File: src/rtl/mpy_4bit_pkg.sv
// Shared definitions for the iterative 4-bit shift-add multiplier.
package mpy_4bit_pkg;

  // Default operand width in bits.
  localparam int unsigned N_DEFAULT = 4;

  // Controller state encoding.
  typedef enum logic [1:0] {
    IDLE = 2'd0,
    CALC = 2'd1,
    DONE = 2'd2
  } state_t;

endpackage

File: src/rtl/mpy_4bit.sv
// Iterative unsigned shift-add multiplier.
// Any change of the operands starts a new computation. One partial-product
// bit is accumulated per cycle. The product register only updates once a
// computation has completed, so it holds the last finished result.
module mpy_4bit
  import mpy_4bit_pkg::*;
#(
  parameter int unsigned N = N_DEFAULT
) (
  input  logic           clk,
  input  logic           rst,
  input  logic [N-1:0]   a,
  input  logic [N-1:0]   b,
  output logic [2*N-1:0] product
);

  localparam int unsigned CW = $clog2(N) + 1;

  logic [N-1:0]   a_q;
  logic [N-1:0]   b_q;
  logic [2*N-1:0] acc;
  logic [CW-1:0]  cnt;
  state_t         state;

  logic           changed;
  logic [N-1:0]   b_shifted;
  logic [2*N-1:0] addend;
  logic           last_iter;

  // Operand-change detection and the partial product for the current bit.
  always_comb begin
    changed   = ({a, b} != {a_q, b_q});
    b_shifted = b_q >> cnt;
    addend    = '0;
    if (b_shifted[0]) begin
      addend = (2*N)'(a_q) << cnt;
    end
    last_iter = (cnt == CW'(N - 1));
  end

  // Controller and datapath: latch operands, accumulate, publish result.
  always_ff @(posedge clk or posedge rst) begin
    if (rst) begin
      state   <= IDLE;
      a_q     <= '0;
      b_q     <= '0;
      acc     <= '0;
      cnt     <= '0;
      product <= '0;
    end else begin
      case (state)
        IDLE: begin
          if (changed) begin
            a_q   <= a;
            b_q   <= b;
            acc   <= '0;
            cnt   <= '0;
            state <= CALC;
          end
        end
        CALC: begin
          if (changed) begin
            // Operands moved mid-computation: discard progress and restart.
            a_q   <= a;
            b_q   <= b;
            acc   <= '0;
            cnt   <= '0;
            state <= CALC;
          end else begin
            acc <= acc + addend;
            cnt <= cnt + CW'(1);
            if (last_iter) begin
              state <= DONE;
            end
          end
        end
        DONE: begin
          product <= acc;
          state   <= IDLE;
        end
        default: begin
          state <= IDLE;
        end
      endcase
    end
  end

endmodule

File: config.mk
export PLATFORM = sky130hd
export DESIGN_NAME = mpy_4bit
export DESIGN_NICKNAME = d
export VERILOG_FILES = /design/src/rtl/mpy_4bit_pkg.sv /design/src/rtl/mpy_4bit.sv
export SDC_FILE = /design/constraint.sdc
export NUM_CORES = 1
export LEC_CHECK = 0
export BUFFER_PORTS_ARGS = -buffer_cell sky130_fd_sc_hd__clkbuf_2
export CAP_MARGIN = 15
export CORE_ASPECT_RATIO = 0.9
export CORE_MARGIN = 2
export CORE_UTILIZATION = 40
export CTS_CLUSTER_SIZE = 25
export DETAILED_ROUTE_END_ITERATION = 10
export GPL_TIMING_DRIVEN = 0
export SYNTH_ARGS = -nofsm -noshare
export SYNTH_HDL_FRONTEND = slang
export SYNTH_SLANG_ARGS = --single-unit
File: constraint.sdc
create_clock -name clk -period 3.5 [get_ports clk]
set_input_delay 0.7 -clock clk [delete_from_list [all_inputs] [get_ports clk]]
set_output_delay 0.7 -clock clk [all_outputs]
set_load 0.01 [all_outputs]
==> results of run 1 <==
## flip-flops by register name, summed over array words and instances (netlist names)
name / cells
a_q: 4
acc: 8
b_q: 4
cnt: 3
product: 8
state: 2
## cell families (layout without fill, tap and decap cells)
kind of cell             after synthesis  after routing  synth area share
buffers and inverters                  8             34            0.0258
adder cells (fa/ha/maj)               10             10            0.0828
flip-flops                            29             29             0.453
XOR/XNOR                              13             13            0.0711
multiplexers                          19             19             0.139
AND/OR/NAND/NOR                       35             35             0.112
AO/OA/AOI/OAI                         27             27             0.116
## worst reg2reg max path: stages, from the launching register on
cell      delay (ns)
dfrtp_1         0.36
buf_6           0.15
mux4_2          0.49
nand2_1         0.10
or2_4           0.14
nor2_1          0.05
ha_1            0.21
fa_1            0.40
a21oi_1         0.20
o211ai_1        0.11
a21oi_1         0.19
xor2_1          0.15
o21ai_0         0.08
## power by group
| group | switching (mW) | internal (mW) |
|---|---|---|
| Combinational | 0.0234 | 0.0224 |
| Clock | 0.119 | 0.177 |
| Sequential | 0.00573 | 0.341 |
## path summary, 6_finish.rpt
| path | end | slack (ns) | cells past startpoint |
|---|---|---|---|
| setup / recovery | acc[6] | 0.73 | 12 |
| hold / removal | b_q[1] | 0.45 | 2 |
| setup reg to reg | acc[6] | 0.73 | 12 |
| hold reg to reg | cnt[2] | 0.50 | 2 |
| max in group asynchronous | acc[3] | 2.55 | 3 |
| min in group clk | cnt[2] | 0.50 | 2 |
## per-layer routing
layer,global-route usage,share of wire
met2,0.255,0.48
met3,0.0426,0.040
met5,0,0
met1,0.194,0.47
met4,0.0566,0.013
## synth_stat cells (all sizes together)
master	number
fa	1
a21oi	5
and2	1
clkbuf	1
ha	9
o21ai	7
o22ai	2
mux4	1
o211ai	1
a22o	4
or2	1
mux2i	2
o221ai	1
nor2b	1
nand2b	3
nand4	3
buf	2
inv	5
xor2	3
dfrtp	29
nand3b	1
o21a	2
nor3	1
nor2	7
o2111ai	1
nand3	2
nand2	15
a21o	2
xnor2	10
o31ai	2
mux2	16
## area by class of cell
class | count | area share
flip-flops and latches | 29 | 0.390
clock buffers | 7 | 0.0518
repair buffers | 18 | 0.0538
plain buffers | 3 | 0.0121
inverters | 5 | 0.0101
clock inverters | 1 | 0.00269
well taps | 46 | 0.0309
multi-input cells | 104 | 0.449
## per-stage QoR
step                      power [mW]  hold WS (ns)  std cells
after detailed placement       0.397         0.482        204
after CTS                      0.696         0.495        212
after global placement         0.395         0.462        204
final                          0.688         0.450        213
after global routing           0.724         0.501        213
after floorplan                0.383         0.450        141
==> flow_summary.json, run 1 <==
{
  "required_ns": 3.65,
  "critPathMaxFanout": 10,
  "drc": 0,
  "outcome": "complete, no violations",
  "vias": 1140,
  "rsz0062_at_grt": "no",
  "maxCapViolations": 0,
  "gp_congestion": 0.869,
  "grt_pass1_vias": 1212,
  "arrival_ns": 2.92,
  "post_cts_resized": 0,
  "rr_startpoint": "cnt[0]",
  "slowest_stage": "mux4_2",
  "worstSkewPairLatency_ns": 0.28,
  "final_antenna_net_count": 0,
  "critPathKind": "reg2reg",
  "dpl-instance-area_sq_mm": 0.00174,
  "synthTopCellsByArea": "dfrtp_1, mux2_2, ha_1, xnor2_1, nand2_1",
  "clk_path_buf_depth": 2,
  "drive_above_1_share": 0.305,
  "p_per_area_mw_per_mm2": 370,
  "crit_chain": "buf_6, mux4_2, nand2_1, or2_4, nor2_1, ha_1, fa_1, a21oi_1, o211ai_1, a21oi_1, xor2_1, o21ai_0",
  "post-dp-hpwl_mm": 2.29,
  "p_leak_nw": 0.874,
  "place_ws_ns": 0.736,
  "cts_tree": "built",
  "power.ir.vdd_worst_uv": 277,
  "cts_sinks": 29,
  "timing.fmax_mhz": 361,
  "cpLargestDelayFamily": "adder cells",
  "grt_max_degree": 30,
  "h-tree-depth": 2,
  "design_area_sq_mm": 0.00186,
  "design.portCount": 18,
  "cp-start-kind": "flop",
  "areaGrowthSynthToFinish_pct": 16.2,
  "dr.pass1.iters": 4,
  "final_nets": 186,
  "layout_common_cells": "dfrtp_1, clkbuf_2, mux2_2",
  "clk_pin_slew_ns": 0.06,
  "yosysSeqAreaShare": 0.453,
  "initial_utilization": 0.423,
  "ys_ff_latch": 29,
  "synth_top_cell_area_share": 0.453,
  "antenna_found_initial": 0,
  "fillers": 362,
  "period_minus_slack_ns": 2.77,
  "setup_slack_ns": 0.726,
  "cp_common_cell": "a21oi_1",
  "grt_overflow": 0,
  "setup_violations": 0,
  "worstMarginPinSlew_ns": 0.561,
  "ys_warn_count": 0,
  "multiInputGateArea_sq_um": 835,
  "fin_util": 0.492,
  "hold_buffers": 0,
  "viasPerCell": 5.35,
  "hold_path.class": "in2async",
  "antenna_cells": 0,
  "fin_crit_sh": 0.792,
  "crit_path_start": "cnt[0]",
  "slew_violations": 0,
  "finalHoldViolations": 0,
  "dieArea_sq_mm": 0.00453,
  "netlist_area_sq_mm": 0.00160,
  "wl_per_cell_um": 14.0,
  "rows": 21,
  "synth_top_area_cell": "dfrtp_1",
  "cts_buffers": 5,
  "worst_setup_path_end_kind": "flop",
  "regArea_sq_um": 726,
  "yosysUniqueCellTypes": 36,
  "max_stage_delay_ns": 0.49,
  "port_buffers": 17,
  "wl_mm": 2.98,
  "slew_headroom": 0.626,
  "grt_usage": 0.155,
  "grt_pass1_wl_mm": 5.40,
  "clock_skew_ns": 0.00302,
  "syn_inst": 141,
  "clock-root-buffer": "clkbuf_8",
  "syn-num-nets": 161,
  "drt_iter0_drc": 43,
  "syn_area_per_cell_sq_um": 11.4,
  "die_h_um": 64.0,
  "cts_setup_buffers": 0,
  "die_x_um": 70.7,
  "timing.setup.tns_ns": 0,
  "critPathBufInv": 1,
  "fp.coreArea_sq_mm": 0.00378,
  "final_common_cell": "dfrtp_1"
}
Note: power is estimated with default switching activity, not from simulation.
==> run 2: changes to the inputs <==
Clock period 3.5 ns to 2.4 ns, I/O delays scaled along.
==> run 2 against run 1 <==
- the run now ends with negative setup slack left
- clock skew fell by 0.0011 ns
- via count rose by 4.9%
- sequential power rose by 46%
- sequential share of layout area fell by 4.3 points
- final cell count rose by 5.6%
- clock-buffer cell count rose by 1
- final area rose by 12%
- register-to-register slack got worse by 0.87 ns
- non-clock buffer count rose by 12
- fmax rose by 9.0%
- critical endpoint unchanged
==> flow_summary.json, run 2 (synthesized netlist as in run 1, its figures left out) <==
{
  "outcome": "finished, violations left",
  "violations": "negative setup slack",
  "final_nets": 198,
  "fin_hold_ws_ns": 0.162,
  "crit_chain": "mux4_2, nand2_2, or2_4, buf_6, buf_6, o221ai_4, ha_4, nand2_4, o211ai_1, a21oi_1, xor2_1, o21ai_1",
  "maxCapViolations": 0,
  "design.portCount": 18,
  "slowest_stage": "mux4_2",
  "rows": 21,
  "grt_overflow": 0,
  "critPathKind": "reg2reg",
  "r2r_slack_ns": -0.14,
  "cp_common_cell": "buf_6",
  "cp-start-kind": "flop",
  "finalHoldViolations": 0,
  "worstSkewPairLatency_ns": 0.28,
  "setup_violations": 5,
  "clock-root-buffer": "clkbuf_8",
  "antenna_found_initial": 0,
  "rr_startpoint": "cnt[0]",
  "fp.coreArea_sq_mm": 0.00378,
  "grt_pass1_vias": 1308,
  "worst_setup_path_end_kind": "flop",
  "cts_tree": "built",
  "initial_utilization": 0.423,
  "h-tree-depth": 2,
  "cts_sinks": 29,
  "setup_slack_ns": -0.145,
  "fillers": 333,
  "fin_crit_sh": 1.06,
  "antenna_cells": 0,
  "die_h_um": 64.0,
  "period_minus_slack_ns": 2.54,
  "critPathMaxFanout": 4,
  "layout_common_cells": "dfrtp_1, clkbuf_2, mux2_2",
  "r2r_end": "acc[6]",
  "top_regs": "acc: 8 flops, product: 8 flops",
  "rsz0062_at_grt": "yes",
  "areaGrowthSynthToFinish_pct": 30.5,
  "hold_path.class": "in2async",
  "clock_skew_ns": 0.00196,
  "slew_headroom": 0.613,
  "drc": 0,
  "cts_buffers": 5,
  "p_leak_nw": 0.941,
  "final_antenna_net_count": 0,
  "final_common_cell": "dfrtp_1",
  "slew_violations": 0,
  "gp_congestion": 0.873,
  "dr.pass1.iters": 4,
  "endpoint": "acc[6]",
  "grt_usage": 0.175,
  "viasPerCell": 5.32,
  "grt_max_degree": 30,
  "die_x_um": 70.7,
  "crit_path_start": "cnt[0]",
  "drt_iter0_drc": 66,
  "worstMarginPinSlew_ns": 0.578,
  "port_buffers": 17,
  "timing.fmax_mhz": 393,
  "wl_per_cell_um": 15.6,
  "place_ws_ns": -0.280,
  "grt_pass1_wl_mm": 6.00,
  "arrival_ns": 2.75,
  "rr_worst_depth": 12,
  "clk_path_buf_depth": 2,
  "required_ns": 2.60,
  "drive_above_1_share": 0.441,
  "dieArea_sq_mm": 0.00453,
  "p_per_area_mw_per_mm2": 466,
  "wl_mm": 3.52,
  "power.ir.vdd_worst_uv": 281,
  "max_stage_delay_ns": 0.53,
  "post-dp-hpwl_mm": 2.39,
  "clk_pin_slew_ns": 0.06,
  "vias": 1196
}
==> run 2: routing by layer <==
metal	wire, um	up-vias	global-route usage
li1	-	575	-
met1	1540	590	0.202
met2	1790	24	0.301
met3	108	7	0.0426
met4	86	0	0.0896
met5	0	-	0
==> run 2: critical path: cells and delay by family (launching register included) <==
kind	cells	cell delay, ns
AOI/OAI and AO/OA	4	0.55
xor gates and xnor gates	1	0.15
adders and majority gates	1	0.33
buffers and inverters	2	0.21
DFF	1	0.39
muxes	1	0.53
and+or+nand+nor	3	0.29
==> run 2: how the worst min path moves through the flow <==
stage | from | endpoint | slack (ns) | depth (start not counted)
3_5_place_dp | cnt[2] | cnt[2] | 0.48 | 2
4_1_cts | b[2] | b_q[2] | 0.46 | 2
5_1_grt | rst | acc[2] | 0.19 | 2
2_1_floorplan | cnt[2] | cnt[2] | 0.45 | 2
6_report | rst | product[5] | 0.16 | 2
3_3_place_gp | cnt[2] | cnt[2] | 0.46 | 2
==> run 2: what timing repair did <==
| action | in CTS | in global routing |
|---|---|---|
| pin swaps | 15 | 15 |
| buffers inserted | 10 | 3 |
| cloned | 0 | 0 |
| hold buffers | 0 | 0 |
| endpoints found under the hold margin | 0 | 0 |
| gates resized for setup | 19 | 7 |
| endpoints found under the setup margin | 5 | 6 |
==> run 2: cell type report <==
| cell class | count | area, sq um | share of cell area |
|---|---|---|---|
| multi-input cells | 104 | 980 | 0.469 |
| clock buffers | 8 | 80.1 | 0.0383 |
| flip-flops and latches | 29 | 726 | 0.347 |
| plain buffers | 2 | 11.3 | 0.00539 |
| repair buffers | 31 | 218 | 0.104 |
| inverters | 5 | 18.8 | 0.00898 |
| well taps | 46 | 57.6 | 0.0275 |
==> run 2: power by group <==
part           switching (mW)  internal (mW)
Sequential            0.00937          0.497
Combinational          0.0442         0.0471
Clock                   0.171          0.205
==> run 2: metrics by stage <==
| step | utilization | instances | total power [mW] | TNS [ns] | area, sq um |
|---|---|---|---|---|---|
| 2_1_floorplan | - | 141 | 0.559 | -0.103 | 1610 |
| 3_3_place_gp | 0.464 | 204 | 0.576 | -0.643 | 1750 |
| 3_5_place_dp | 0.464 | 204 | 0.581 | -0.857 | 1750 |
| 4_1_cts | 0.529 | 222 | 0.971 | -0.724 | 2000 |
| 5_1_grt | 0.553 | 225 | 1.02 | -0.937 | 2090 |
| 6_report | 0.553 | 225 | 0.974 | -0.447 | 2090 |
